File: src/rtl/matrix_stream_bridge_pkg.sv
// Shared constants and the state enumeration for the matrix stream bridge.
package matrix_stream_bridge_pkg;

    localparam int DIM      = 5;
    localparam int ELEM_W   = 8;
    localparam int NUM_ELEM = DIM * DIM;
    localparam int MAT_W    = NUM_ELEM * ELEM_W;

    typedef enum logic [1:0] {
        LOAD_A = 2'd0,
        LOAD_B = 2'd1,
        WAIT   = 2'd2,
        SEND   = 2'd3
    } state_t;

endpackage

File: src/rtl/matrix_stream_bridge.sv
// Byte-stream front end for a matrix multiplier: loads A then B row-major, waits for a
// clean multiplier pass, captures C and streams it back out row-major.
module matrix_stream_bridge #(
    parameter int DIM    = 5,
    parameter int ELEM_W = 8
) (
    input  logic                          clock,
    input  logic                          reset_n,
    input  logic [ELEM_W-1:0]             in_data,
    input  logic                          in_valid,
    output logic                          in_ready,
    output logic [ELEM_W-1:0]             out_data,
    output logic                          out_valid,
    input  logic                          out_ready,
    output logic [DIM*DIM*ELEM_W-1:0]     matriz_a,
    output logic [DIM*DIM*ELEM_W-1:0]     matriz_b,
    input  logic [DIM*DIM*ELEM_W-1:0]     matriz_c,
    input  logic                          done,
    output logic                          busy
);
    import matrix_stream_bridge_pkg::*;

    localparam int N_ELEM = DIM * DIM;
    localparam int IDX_W  = $clog2(N_ELEM);

    state_t                      state;
    logic [IDX_W-1:0]            idx;
    logic [1:0]                  dcnt;
    logic [DIM*DIM*ELEM_W-1:0]   result;
    logic                        last_slot;
    logic                        in_xfer;
    logic                        out_xfer;

    assign last_slot = (idx == IDX_W'(N_ELEM - 1));
    assign in_xfer   = in_valid && in_ready;
    assign out_xfer  = out_valid && out_ready;

    // Read side is a plain mux on the registered index, so it holds while stalled.
    assign out_data  = result[idx*ELEM_W +: ELEM_W];

    always_ff @(posedge clock or negedge reset_n) begin
        if (!reset_n) begin
            state     <= LOAD_A;
            idx       <= '0;
            dcnt      <= '0;
            matriz_a  <= '0;
            matriz_b  <= '0;
            result    <= '0;
            out_valid <= 1'b0;
            in_ready  <= 1'b1;
            busy      <= 1'b0;
        end else begin
            case (state)
                LOAD_A: begin
                    if (in_xfer) begin
                        matriz_a[idx*ELEM_W +: ELEM_W] <= in_data;
                        if (last_slot) begin
                            idx   <= '0;
                            busy  <= 1'b1;
                            state <= LOAD_B;
                        end else begin
                            idx <= idx + 1'b1;
                        end
                    end
                end
                LOAD_B: begin
                    if (in_xfer) begin
                        matriz_b[idx*ELEM_W +: ELEM_W] <= in_data;
                        if (last_slot) begin
                            idx      <= '0;
                            dcnt     <= '0;
                            in_ready <= 1'b0;
                            state    <= WAIT;
                        end else begin
                            idx <= idx + 1'b1;
                        end
                    end
                end
                WAIT: begin
                    // The pass in flight when B completed may have mixed old and new
                    // operands, so only the second done is trusted.
                    if (done) begin
                        if (dcnt == 2'd1) begin
                            result    <= matriz_c;
                            dcnt      <= '0;
                            out_valid <= 1'b1;
                            state     <= SEND;
                        end else begin
                            dcnt <= dcnt + 1'b1;
                        end
                    end
                end
                SEND: begin
                    if (out_xfer) begin
                        if (last_slot) begin
                            idx       <= '0;
                            out_valid <= 1'b0;
                            in_ready  <= 1'b1;
                            busy      <= 1'b0;
                            state     <= LOAD_A;
                        end else begin
                            idx <= idx + 1'b1;
                        end
                    end
                end
                default: begin
                    state <= LOAD_A;
                end
            endcase
        end
    end

endmodule

File: config.mk
export PLATFORM = sky130hd
export DESIGN_NAME = matrix_stream_bridge
export DESIGN_NICKNAME = d
export VERILOG_FILES = /design/src/rtl/matrix_stream_bridge_pkg.sv /design/src/rtl/matrix_stream_bridge.sv
export SDC_FILE = /design/constraint.sdc
export NUM_CORES = 1
export LEC_CHECK = 0
export CORE_UTILIZATION = 45
export CTS_CLUSTER_DIAMETER = 60
export CTS_CLUSTER_SIZE = 20
export DETAILED_ROUTE_END_ITERATION = 7
export PLACE_DENSITY = 0.75
export SLEW_MARGIN = 25
export SYNTH_ARGS = -nofsm -noshare
export SYNTH_HDL_FRONTEND = slang
export SYNTH_SLANG_ARGS = --single-unit
File: constraint.sdc
create_clock -name clock -period 5.65 [get_ports clock]
set_input_delay 0.8475 -clock clock [delete_from_list [all_inputs] [get_ports clock]]
set_output_delay 0.8475 -clock clock [all_outputs]
set_load 0.01 [all_outputs]
# After elaboration in Yosys (flattened, before gate mapping)
# Cells that the tools add are included.
word_totals:
  reg_bits: 612
  inputBits: 213
  elab_cells: 77
op_classes:
  add_sub_neg: 3
  n_eq_ne: 14
  n_shift: 3
  muxes: 30
  n_reduce_logical: 18
ops:
  columns: ["op", "n"]
  rows:
  - ["$bwmux 200", 2]
  - ["$shift 8x34->200 const A", 1]
  - ["$shiftx 200x9->8", 1]
  - ["$shiftx 8x34->200", 1]
  - ["$neg 8->34", 1]
  - ["$mux 2", 11]
  - ["$ne 2x2->1 const B", 8]
  - ["$mux 5", 3]
  - ["$reduce_and 5->1", 3]
  - ["$pmux 5 s2", 1]
  - ["$reduce_bool 2->1", 5]
  - ["$mux 1", 8]
  - ["$pmux 2 s4", 1]
  - ["$reduce_and 8->1", 1]
  - ["$pmux 1 s2", 3]
  - ["$reduce_and 3->1", 2]
  - ["$add 5x1->5 const B", 1]
  - ["$eq 5x5->1 const B", 1]
  - ["$eq 2x1->1 const B", 2]
  - ["$eq 2x2->1 const B", 2]
  - ["$pmux 2 s2", 1]
  - ["$reduce_and 2->1", 2]
  - ["$reduce_and 4->1", 1]
  - ["$add 2x1->2 const B", 1]
  - ["4 further kinds", 5]

# Longest topological paths before layout
# Gate-level depths: netlist of run 1.
logic_depth:
  word_depth: 4
  ltp_mapped: 13

# Least setup slack after synthesis of run 1
# OpenSTA, ideal clock, no wires.
synth_path:
  path_kind: "reg-to-reg"
  from: "register idx[1]"
  to: "register matriz_a[142]"
  setup_ps: 128
  arrival_ps: 3164
  required_time_ps: 5522
  setup_slack_ps: 2358
  path_stages_with_launch: 13
  path_buffers: 5
  period_less_slack_ps: 3292
  cell_sequence: "dfrtp_1 -> buf_6 -> buf_6 -> clkbuf_1 -> inv_1 -> ha_1 -> buf_2 -> nor3b_1 -> ha_1 -> buf_4 -> nor4_4 -> nand3_2 -> mux2_1"
synth_via:
  elab_chain_cells: 3
  word_cells_on_any_way: 4
  cone_classes: "add/sub (1); shift (2); mux (1)"
synth_lines:
  columns: ["item", "line_no", "rtl"]
  rows:
  - ["start: declaration", "matrix_stream_bridge.sv:27", "logic [IDX_W-1:0] idx;"]
  - ["start signal: assignment", "matrix_stream_bridge.sv:62", "idx <= idx + 1'b1;"]
  - ["start signal: assignment", "matrix_stream_bridge.sv:75", "idx <= idx + 1'b1;"]
  - ["start signal: assignment", "matrix_stream_bridge.sv:102", "idx <= idx + 1'b1;"]
  - ["$neg 8->34 (*)", "matrix_stream_bridge.sv:56", "matriz_a[idx*ELEM_W +: ELEM_W] <= in_data;"]
  - ["$shiftx 8x34->200 or $shift 8x34->200 (tied branches)", "matrix_stream_bridge.sv:56", null]
  - ["$bwmux 200 (*)", "matrix_stream_bridge.sv:56", null]
  - ["end signal: indexed assignment", "matrix_stream_bridge.sv:56", null]
  - ["end: declaration", "matrix_stream_bridge.sv:15", "output logic [DIM*DIM*ELEM_W-1:0] matriz_a,"]
# Mark *: on every way between the ends. The rest lies on a longest branch, timed or not.
# A chain may end at the register's enable or synchronous reset.

# Final worst setup path of run 1
layout_path:
  from: "register idx[0]"
  to: "output port out_data[2]"
layout_via:
  elab_chain_cells: 1
layout_lines:
  columns: ["item", "line_no", "rtl"]
  rows:
  - ["$shiftx 200x9->8", "matrix_stream_bridge.sv:39", "assign out_data = result[idx*ELEM_W +: ELEM_W];"]
  - ["end: declaration", "matrix_stream_bridge.sv:12", "output logic [ELEM_W-1:0] out_data,"]
# Every way passes these cells.

==> impl_metrics.xml, run 1 <==
<?xml version="1.0" encoding="UTF-8"?>
<metrics>
  <group name="routing">
    <metric name="ant_nets" unit="">0</metric>
    <metric name="routed_wirelength" unit="mm">81.85</metric>
    <metric name="drtPass1Iterations" unit="">5</metric>
    <metric name="vias" unit="">17370</metric>
    <metric name="drc" unit="">0</metric>
    <metric name="wire_per_inst" unit="microns">26.11</metric>
    <metric name="drt-initial-drc-count" unit="">994</metric>
    <metric name="avgViaCountPerCell" unit="">5.541</metric>
  </group>
  <group name="clocking">
    <metric name="cts_tree" unit="">done</metric>
    <metric name="ctsLongestPathBuffers" unit="">3</metric>
    <metric name="cts-htree-levels" unit="">2</metric>
    <metric name="clock-root-buffer" unit="">clkbuf_16</metric>
    <metric name="quantity_of_hold_fixing_buffers_added_after_cts" unit="">0</metric>
    <metric name="clock-sinks" unit="">612</metric>
    <metric name="cts_resized" unit="">0</metric>
    <metric name="clkLatencyLatePin" unit="ns">0.58</metric>
    <metric name="clk_pin_slew" unit="ns">0.07</metric>
    <metric name="cts_setup_buffers" unit="">0</metric>
    <metric name="cts_inserted_buffers" unit="">46</metric>
  </group>
  <group name="finish">
    <metric name="syn2layout_area_growth" unit="%">33.16</metric>
    <metric name="area.sequential" unit="sq um">15320</metric>
    <metric name="area_of_combinational_cells_with_multiple_inputs" unit="sq um">10290</metric>
    <metric name="post_route_cells_drive_above_1_share" unit="">0.3385</metric>
    <metric name="instances_no_fill" unit="">3135</metric>
    <metric name="design.final.nets" unit="">2560</metric>
    <metric name="filler_cell_count" unit="">4308</metric>
  </group>
  <group name="synthesis">
    <metric name="synth-seq-cells" unit="">612</metric>
    <metric name="synth-edff-count" unit="">0</metric>
    <metric name="netlist_area" unit="sq um">26060</metric>
    <metric name="synth_sequential_area_ratio" unit="">0.5877</metric>
    <metric name="synth_top_area_cell" unit="">dfrtp_1</metric>
    <metric name="ys_top_cells_by_area" unit="">dfrtp_1 59%, mux2_2 26%, mux4_2 3.5%, nor3_1 1.2%, nor2_1 1.2%</metric>
    <metric name="yosys.area.top_type_share" unit="">0.5867</metric>
    <metric name="ys.warnings.count" unit="">0</metric>
    <metric name="synth_area_per_cell" unit="sq um">15.01</metric>
    <metric name="synth_top_cells_by_count" unit="">611 x dfrtp_1, 601 x mux2_2, 85 x nor2_1, 65 x nor3_1, 40 x mux4_2</metric>
    <metric name="synthArstFlopShare" unit="">1.000</metric>
    <metric name="synth.net_count" unit="">1956</metric>
    <metric name="synth.lib_cells_used.distinct" unit="">56</metric>
    <metric name="dominantRegCellSynth" unit="">dfrtp_1</metric>
    <metric name="synthCells" unit="">1736</metric>
    <metric name="synth_most_common_cell" unit="">dfrtp_1</metric>
  </group>
  <group name="global_route">
    <metric name="grt_first_pass_wirelength" unit="mm">122.4</metric>
    <metric name="global_route.peak_usage_layer" unit="">met2</metric>
    <metric name="grt_start_max_net_pins" unit="">201</metric>
    <metric name="grt_pass1_vias" unit="">18490</metric>
    <metric name="grt_use_met2" unit="">0.4786</metric>
    <metric name="global_route.usage.total" unit="">0.2771</metric>
    <metric name="final_global_route_overflow_total" unit="">0</metric>
    <metric name="grt_antenna_before_repair" unit="">7</metric>
    <metric name="global_route.usage.met3" unit="">0.06877</metric>
    <metric name="use_met1" unit="">0.3372</metric>
  </group>
  <group name="placement">
    <metric name="gp_congestion" unit="">0.8818</metric>
    <metric name="portBuffers" unit="">623</metric>
    <metric name="hpwlAfterDp" unit="mm">61.52</metric>
    <metric name="post-place-cells" unit="">3047</metric>
  </group>
  <group name="timing">
    <metric name="post-route-min-period" unit="ns">4.578</metric>
    <metric name="post-route-period-util" unit="">0.8103</metric>
    <metric name="maxSlewHeadroom" unit="">0.2898</metric>
    <metric name="timing.final.max_slew_violations" unit="">0</metric>
    <metric name="setup_violations_final" unit="">0</metric>
    <metric name="fmax" unit="GHz">0.2184</metric>
    <metric name="worst_slew_pin_slew" unit="ns">1.063</metric>
    <metric name="fin_worst_skew" unit="ns">0.01295</metric>
    <metric name="summed_negative_setup_slack_over_all_endpoints" unit="ns">0</metric>
    <metric name="final-hold-violation-count" unit="">0</metric>
    <metric name="setup_repair_after_global_routing_missed_its_margin" unit="">no</metric>
  </group>
  <group name="setup_path">
    <metric name="cp_data_arrival_time" unit="ns">3.73</metric>
    <metric name="worstReg2RegStart" unit="">idx[0]</metric>
    <metric name="timing.critical_path.required" unit="ns">4.80</metric>
    <metric name="r2r_slack" unit="ns">1.81</metric>
    <metric name="critical_path.reg2reg.endpoint" unit="">matriz_b[3]</metric>
    <metric name="critical_path_class" unit="">flop to output port</metric>
    <metric name="critical_path.endpoint_type" unit="">output port</metric>
    <metric name="worstRegToRegCells" unit="">6</metric>
    <metric name="critPathMaxFanout" unit="">47</metric>
    <metric name="worst_setup_path_start_kind" unit="">flop</metric>
  </group>
  <group name="die">
    <metric name="fp.dieArea" unit="sq um">58880</metric>
    <metric name="floorplan.io_pins" unit="">624</metric>
    <metric name="floorplan_die_height" unit="microns">242.7</metric>
    <metric name="core_region_area" unit="sq um">56820</metric>
    <metric name="floorplan.initialDensity" unit="">0.4586</metric>
    <metric name="dieWidth" unit="microns">242.7</metric>
    <metric name="placement_rows" unit="">87</metric>
  </group>
  <group name="worst_hold_path">
    <metric name="hold_class" unit="">input port to async pin</metric>
  </group>
  <group name="run">
    <metric name="timing.max_cap.violations" unit="">0</metric>
  </group>
  <group name="pwr">
    <metric name="peakVddDrop" unit="mV">0.2733</metric>
    <metric name="power.density_cell_area" unit="nW/um^2">237.6</metric>
    <metric name="total_leakage_power" unit="nW">16.54</metric>
  </group>
  <group name="outcome">
    <metric name="status" unit="">finished, final reports clean</metric>
  </group>
</metrics>
==> per-stage QoR <==
stage	cell area (sq um)	total power, mW	utilization	hold slack, ns	worst slack, ns
floorplan	26060	4.485	-	0.4737	2.358
global placement	33000	4.752	0.5807	0.4762	1.638
detailed placement	33010	4.757	0.5809	0.4806	1.628
CTS	34660	8.326	0.6099	0.3238	0.9781
global route	34700	8.504	0.6106	0.3601	0.8188
finish	34700	8.246	0.6107	0.3283	1.072
==> final cells by class <==
type                    count  area share
inverters                   8   0.0008653
diodes                      4   0.0002884
multi-input cells        1032      0.2966
clock buffers              57     0.03735
well taps                 756     0.02726
clock inverters            26     0.01020
flip-flops and latches    612      0.4415
repair buffers            640      0.1859
==> logic make-up after synthesis <==
group                      count (synthesis)  synth area share
DFF                                      612            0.5877
and+or+nand+nor                          307           0.07173
xor gates and xnor gates                   4          0.001345
buffers and inverters                     92           0.01896
adders and majority gates                  7          0.003361
muxes                                    663            0.3035
AOI/OAI and AO/OA                         51           0.01344
==> power by group <==
group	internal [mW]	total [mW]	switching, mW	leakage [nW]
clock	1.88	3.58	1.70	0.803
combinational	0.139	0.289	0.150	7.22
sequential	4.38	4.38	0	8.52
==> registers in the layout, indices dropped and copies added (netlist names) <==
signal,count
busy,1
in_ready,1
state,2
result,200
idx,5
matriz_b,200
dcnt,2
out_valid,1
matriz_a,200
==> critical path, cell delays in order, from the launching register on <==
cell             delay [ns]
dfrtp_4                0.50
buf_4                  0.73
mux4_2                 0.67
mux2_2                 0.30
a22oi_1                0.24
o21ai_0                0.14
clkdlybuf4s50_1        0.54
==> worst max-delay path by stage <==
stage | to | slack, ns | from
after floorplan | matriz_a[142] | 2.36 | idx[1]
after global placement | out_data[1] | 1.64 | idx[0]
after detailed placement | out_data[1] | 1.63 | idx[0]
after CTS | out_data[6] | 0.98 | idx[0]
after global routing | out_data[2] | 0.82 | idx[0]
final | out_data[2] | 1.07 | idx[0]
==> cell usage in the layout (no fill, tap or decap), types with 5 or more instances in the layout <==
cell,synthesis,routed
a21oi_1,7,7
a22oi_1,13,13
and2_1,5,5
buf_12,0,5
buf_4,11,11
clkbuf_16,0,49
clkdlybuf4s50_1,0,622
clkinv_4,0,8
dfrtp_1,611,608
ha_1,7,6
inv_1,8,8
inv_6,0,5
mux2_1,16,16
mux2_2,601,601
mux2i_1,6,6
mux4_2,40,40
nand2_1,32,27
nand2_2,0,5
nand3_1,25,25
nand3_2,30,30
nand4_1,10,10
nand4_2,12,12
nor2_1,85,85
nor2b_1,7,7
nor3_1,65,65
nor4_1,8,8
nor4_4,5,5
o21ai_0,9,9
o22ai_1,5,5
==> routing by layer <==
| layer | wire (microns) | up-vias |
|---|---|---|
| li1 | - | 7574 |
| met1 | 32040 | 9040 |
| met2 | 40920 | 618 |
| met3 | 5903 | 134 |
| met4 | 2952 | 6 |
| met5 | 39 | - |
(Power assumes the default switching activity.)
==> run 2: changes to the inputs <==
==> constraint.sdc (replaced) <==
create_clock -name clock -period 4.7 [get_ports clock]
set_input_delay 0.705 -clock clock [delete_from_list [all_inputs] [get_ports clock]]
set_output_delay 0.705 -clock clock [all_outputs]
set_load 0.01 [all_outputs]
==> run 2 against run 1 <==
Worst hold slack worse by 0.13 ns. Die area unchanged. Sequential power up 20%. Design area about the same. Non-clock buffer count up 10. Global-route usage about the same.
==> impl_metrics.xml, run 2 (synthesis gave the netlist of run 1 again) <==
<?xml version="1.0" encoding="UTF-8"?>
<metrics>
  <group name="timing">
    <metric name="post-route-min-period" unit="ns">4.284</metric>
    <metric name="worst_slew_pin_slew" unit="ns">1.122</metric>
    <metric name="setup_repair_after_global_routing_missed_its_margin" unit="">no</metric>
    <metric name="post-route-period-util" unit="">0.9114</metric>
    <metric name="fin_worst_skew" unit="ns">0.01819</metric>
    <metric name="worst_slack" unit="ns">0.4164</metric>
    <metric name="timing.final.max_slew_violations" unit="">0</metric>
    <metric name="fmax" unit="GHz">0.2334</metric>
    <metric name="setup_violations_final" unit="">0</metric>
    <metric name="summed_negative_setup_slack_over_all_endpoints" unit="ns">0</metric>
    <metric name="maxSlewHeadroom" unit="">0.2499</metric>
    <metric name="final-hold-violation-count" unit="">0</metric>
  </group>
  <group name="clocking">
    <metric name="cts_inserted_buffers" unit="">46</metric>
    <metric name="clk_pin_slew" unit="ns">0.08</metric>
    <metric name="quantity_of_hold_fixing_buffers_added_after_cts" unit="">0</metric>
    <metric name="cts_setup_buffers" unit="">0</metric>
    <metric name="cts_resized" unit="">0</metric>
    <metric name="clkLatencyLatePin" unit="ns">0.59</metric>
    <metric name="clock-root-buffer" unit="">clkbuf_16</metric>
    <metric name="clock-sinks" unit="">612</metric>
    <metric name="cts-htree-levels" unit="">2</metric>
    <metric name="cts_tree" unit="">done</metric>
    <metric name="ctsLongestPathBuffers" unit="">3</metric>
  </group>
  <group name="die">
    <metric name="floorplan.initialDensity" unit="">0.4586</metric>
    <metric name="core_region_area" unit="sq um">56820</metric>
    <metric name="fp.dieArea" unit="sq um">58880</metric>
    <metric name="floorplan_die_height" unit="microns">242.7</metric>
    <metric name="dieWidth" unit="microns">242.7</metric>
    <metric name="floorplan.io_pins" unit="">624</metric>
    <metric name="placement_rows" unit="">87</metric>
  </group>
  <group name="setup_path">
    <metric name="critPathMaxFanout" unit="">15</metric>
    <metric name="timing.critical_path.required" unit="ns">3.99</metric>
    <metric name="critical_path.endpoint_type" unit="">output port</metric>
    <metric name="worst_setup_path_start_kind" unit="">flop</metric>
    <metric name="cp_data_arrival_time" unit="ns">3.58</metric>
    <metric name="critical_path_class" unit="">flop to output port</metric>
  </group>
  <group name="pwr">
    <metric name="power.density_cell_area" unit="nW/um^2">279.7</metric>
    <metric name="peakVddDrop" unit="mV">0.3361</metric>
    <metric name="total_leakage_power" unit="nW">16.55</metric>
  </group>
  <group name="routing">
    <metric name="routed_wirelength" unit="mm">81.40</metric>
    <metric name="wire_per_inst" unit="microns">25.89</metric>
    <metric name="drtPass1Iterations" unit="">5</metric>
    <metric name="drc" unit="">0</metric>
    <metric name="avgViaCountPerCell" unit="">5.556</metric>
    <metric name="ant_nets" unit="">0</metric>
    <metric name="drt-initial-drc-count" unit="">929</metric>
    <metric name="vias" unit="">17470</metric>
  </group>
  <group name="finish">
    <metric name="design.final.nets" unit="">2570</metric>
    <metric name="post_route_cells_drive_above_1_share" unit="">0.3375</metric>
    <metric name="mostFrequentLayoutCell" unit="">clkdlybuf4s50_1</metric>
    <metric name="syn2layout_area_growth" unit="%">33.10</metric>
    <metric name="commonest_non_fill_non_tap_cells_in_the_layout" unit="">622 x clkdlybuf4s50_1, 608 x dfrtp_1, 601 x mux2_2, 85 x nor2_1, 65 x nor3_1</metric>
    <metric name="reg.largest.list" unit="">matriz_a x200, matriz_b x200, result x200</metric>
  </group>
  <group name="global_route">
    <metric name="grt_pass1_vias" unit="">18430</metric>
    <metric name="grt_start_max_net_pins" unit="">201</metric>
    <metric name="global_route.usage.total" unit="">0.2775</metric>
    <metric name="grt_antenna_before_repair" unit="">6</metric>
    <metric name="final_global_route_overflow_total" unit="">0</metric>
    <metric name="grt_first_pass_wirelength" unit="mm">122.5</metric>
  </group>
  <group name="placement">
    <metric name="hpwlAfterDp" unit="mm">61.63</metric>
    <metric name="gp_congestion" unit="">0.8814</metric>
    <metric name="post_place_setup_slack" unit="ns">0.9961</metric>
    <metric name="portBuffers" unit="">623</metric>
  </group>
  <group name="outcome">
    <metric name="status" unit="">finished, final reports clean</metric>
  </group>
  <group name="run">
    <metric name="timing.max_cap.violations" unit="">0</metric>
  </group>
  <group name="worst_hold_path">
    <metric name="hold_class" unit="">input port to async pin</metric>
  </group>
</metrics>
run 2: cell type report:
type	count	area, sq um
antenna	3	7.507
clock buffer	55	1216
clock inverter	28	312.8
fill	4416	22130
inverter	8	30.03
multi-input combinational	1032	10290
sequential	612	15320
tap	756	945.9
timing repair buffer	650	6568
run 2: metrics by stage:
stage	utilization	power (mW)	hold slack (ns)	area [sq um]	cells
finish	0.6105	9.701	0.1937	34690	3144
global route	0.6104	10.02	0.2425	34680	3142
CTS	0.6095	9.795	0.2004	34630	3139
detailed placement	0.5826	5.726	0.4806	33100	3056
global placement	0.5826	5.719	0.4764	33100	3056
floorplan	-	5.391	0.4094	26060	1736
run 2: metal layers:
metal / vias up / track usage / share of wire
li1: 7565 / - / -
met1: 9113 / 0.3473 / 0.39
met2: 646 / 0.4660 / 0.50
met3: 139 / 0.06955 / 0.074
met4: 6 / 0.1010 / 0.036
met5: - / 0 / 0.00045
run 2: final timing paths:
path	from	endpoint	slack [ns]	cells past startpoint
max in group asynchronous	reset_n	idx[0]	3.22	2
hold / removal	reset_n	matriz_a[70]	0.19	1
setup reg to reg	idx[0]	matriz_a[62]	1.09	7
setup / recovery	idx[3]	out_data[4]	0.42	6
min in group clock	matriz_b[63]	matriz_b[63]	0.50	1
hold reg to reg	matriz_b[63]	matriz_b[63]	0.50	1
run 2: report_power, final:
group	switching, mW	internal, mW
logic	0.182	0.172
registers	0	5.26
clock network	2.04	2.05
run 2: critical path, stage by stage, from the launching register on:
cell             delay, ns
dfrtp_1               0.73
buf_4                 0.36
nor2b_1               0.65
nand2_1               0.36
o22ai_1               0.25
a211oi_1              0.09
clkdlybuf4s50_1       0.55
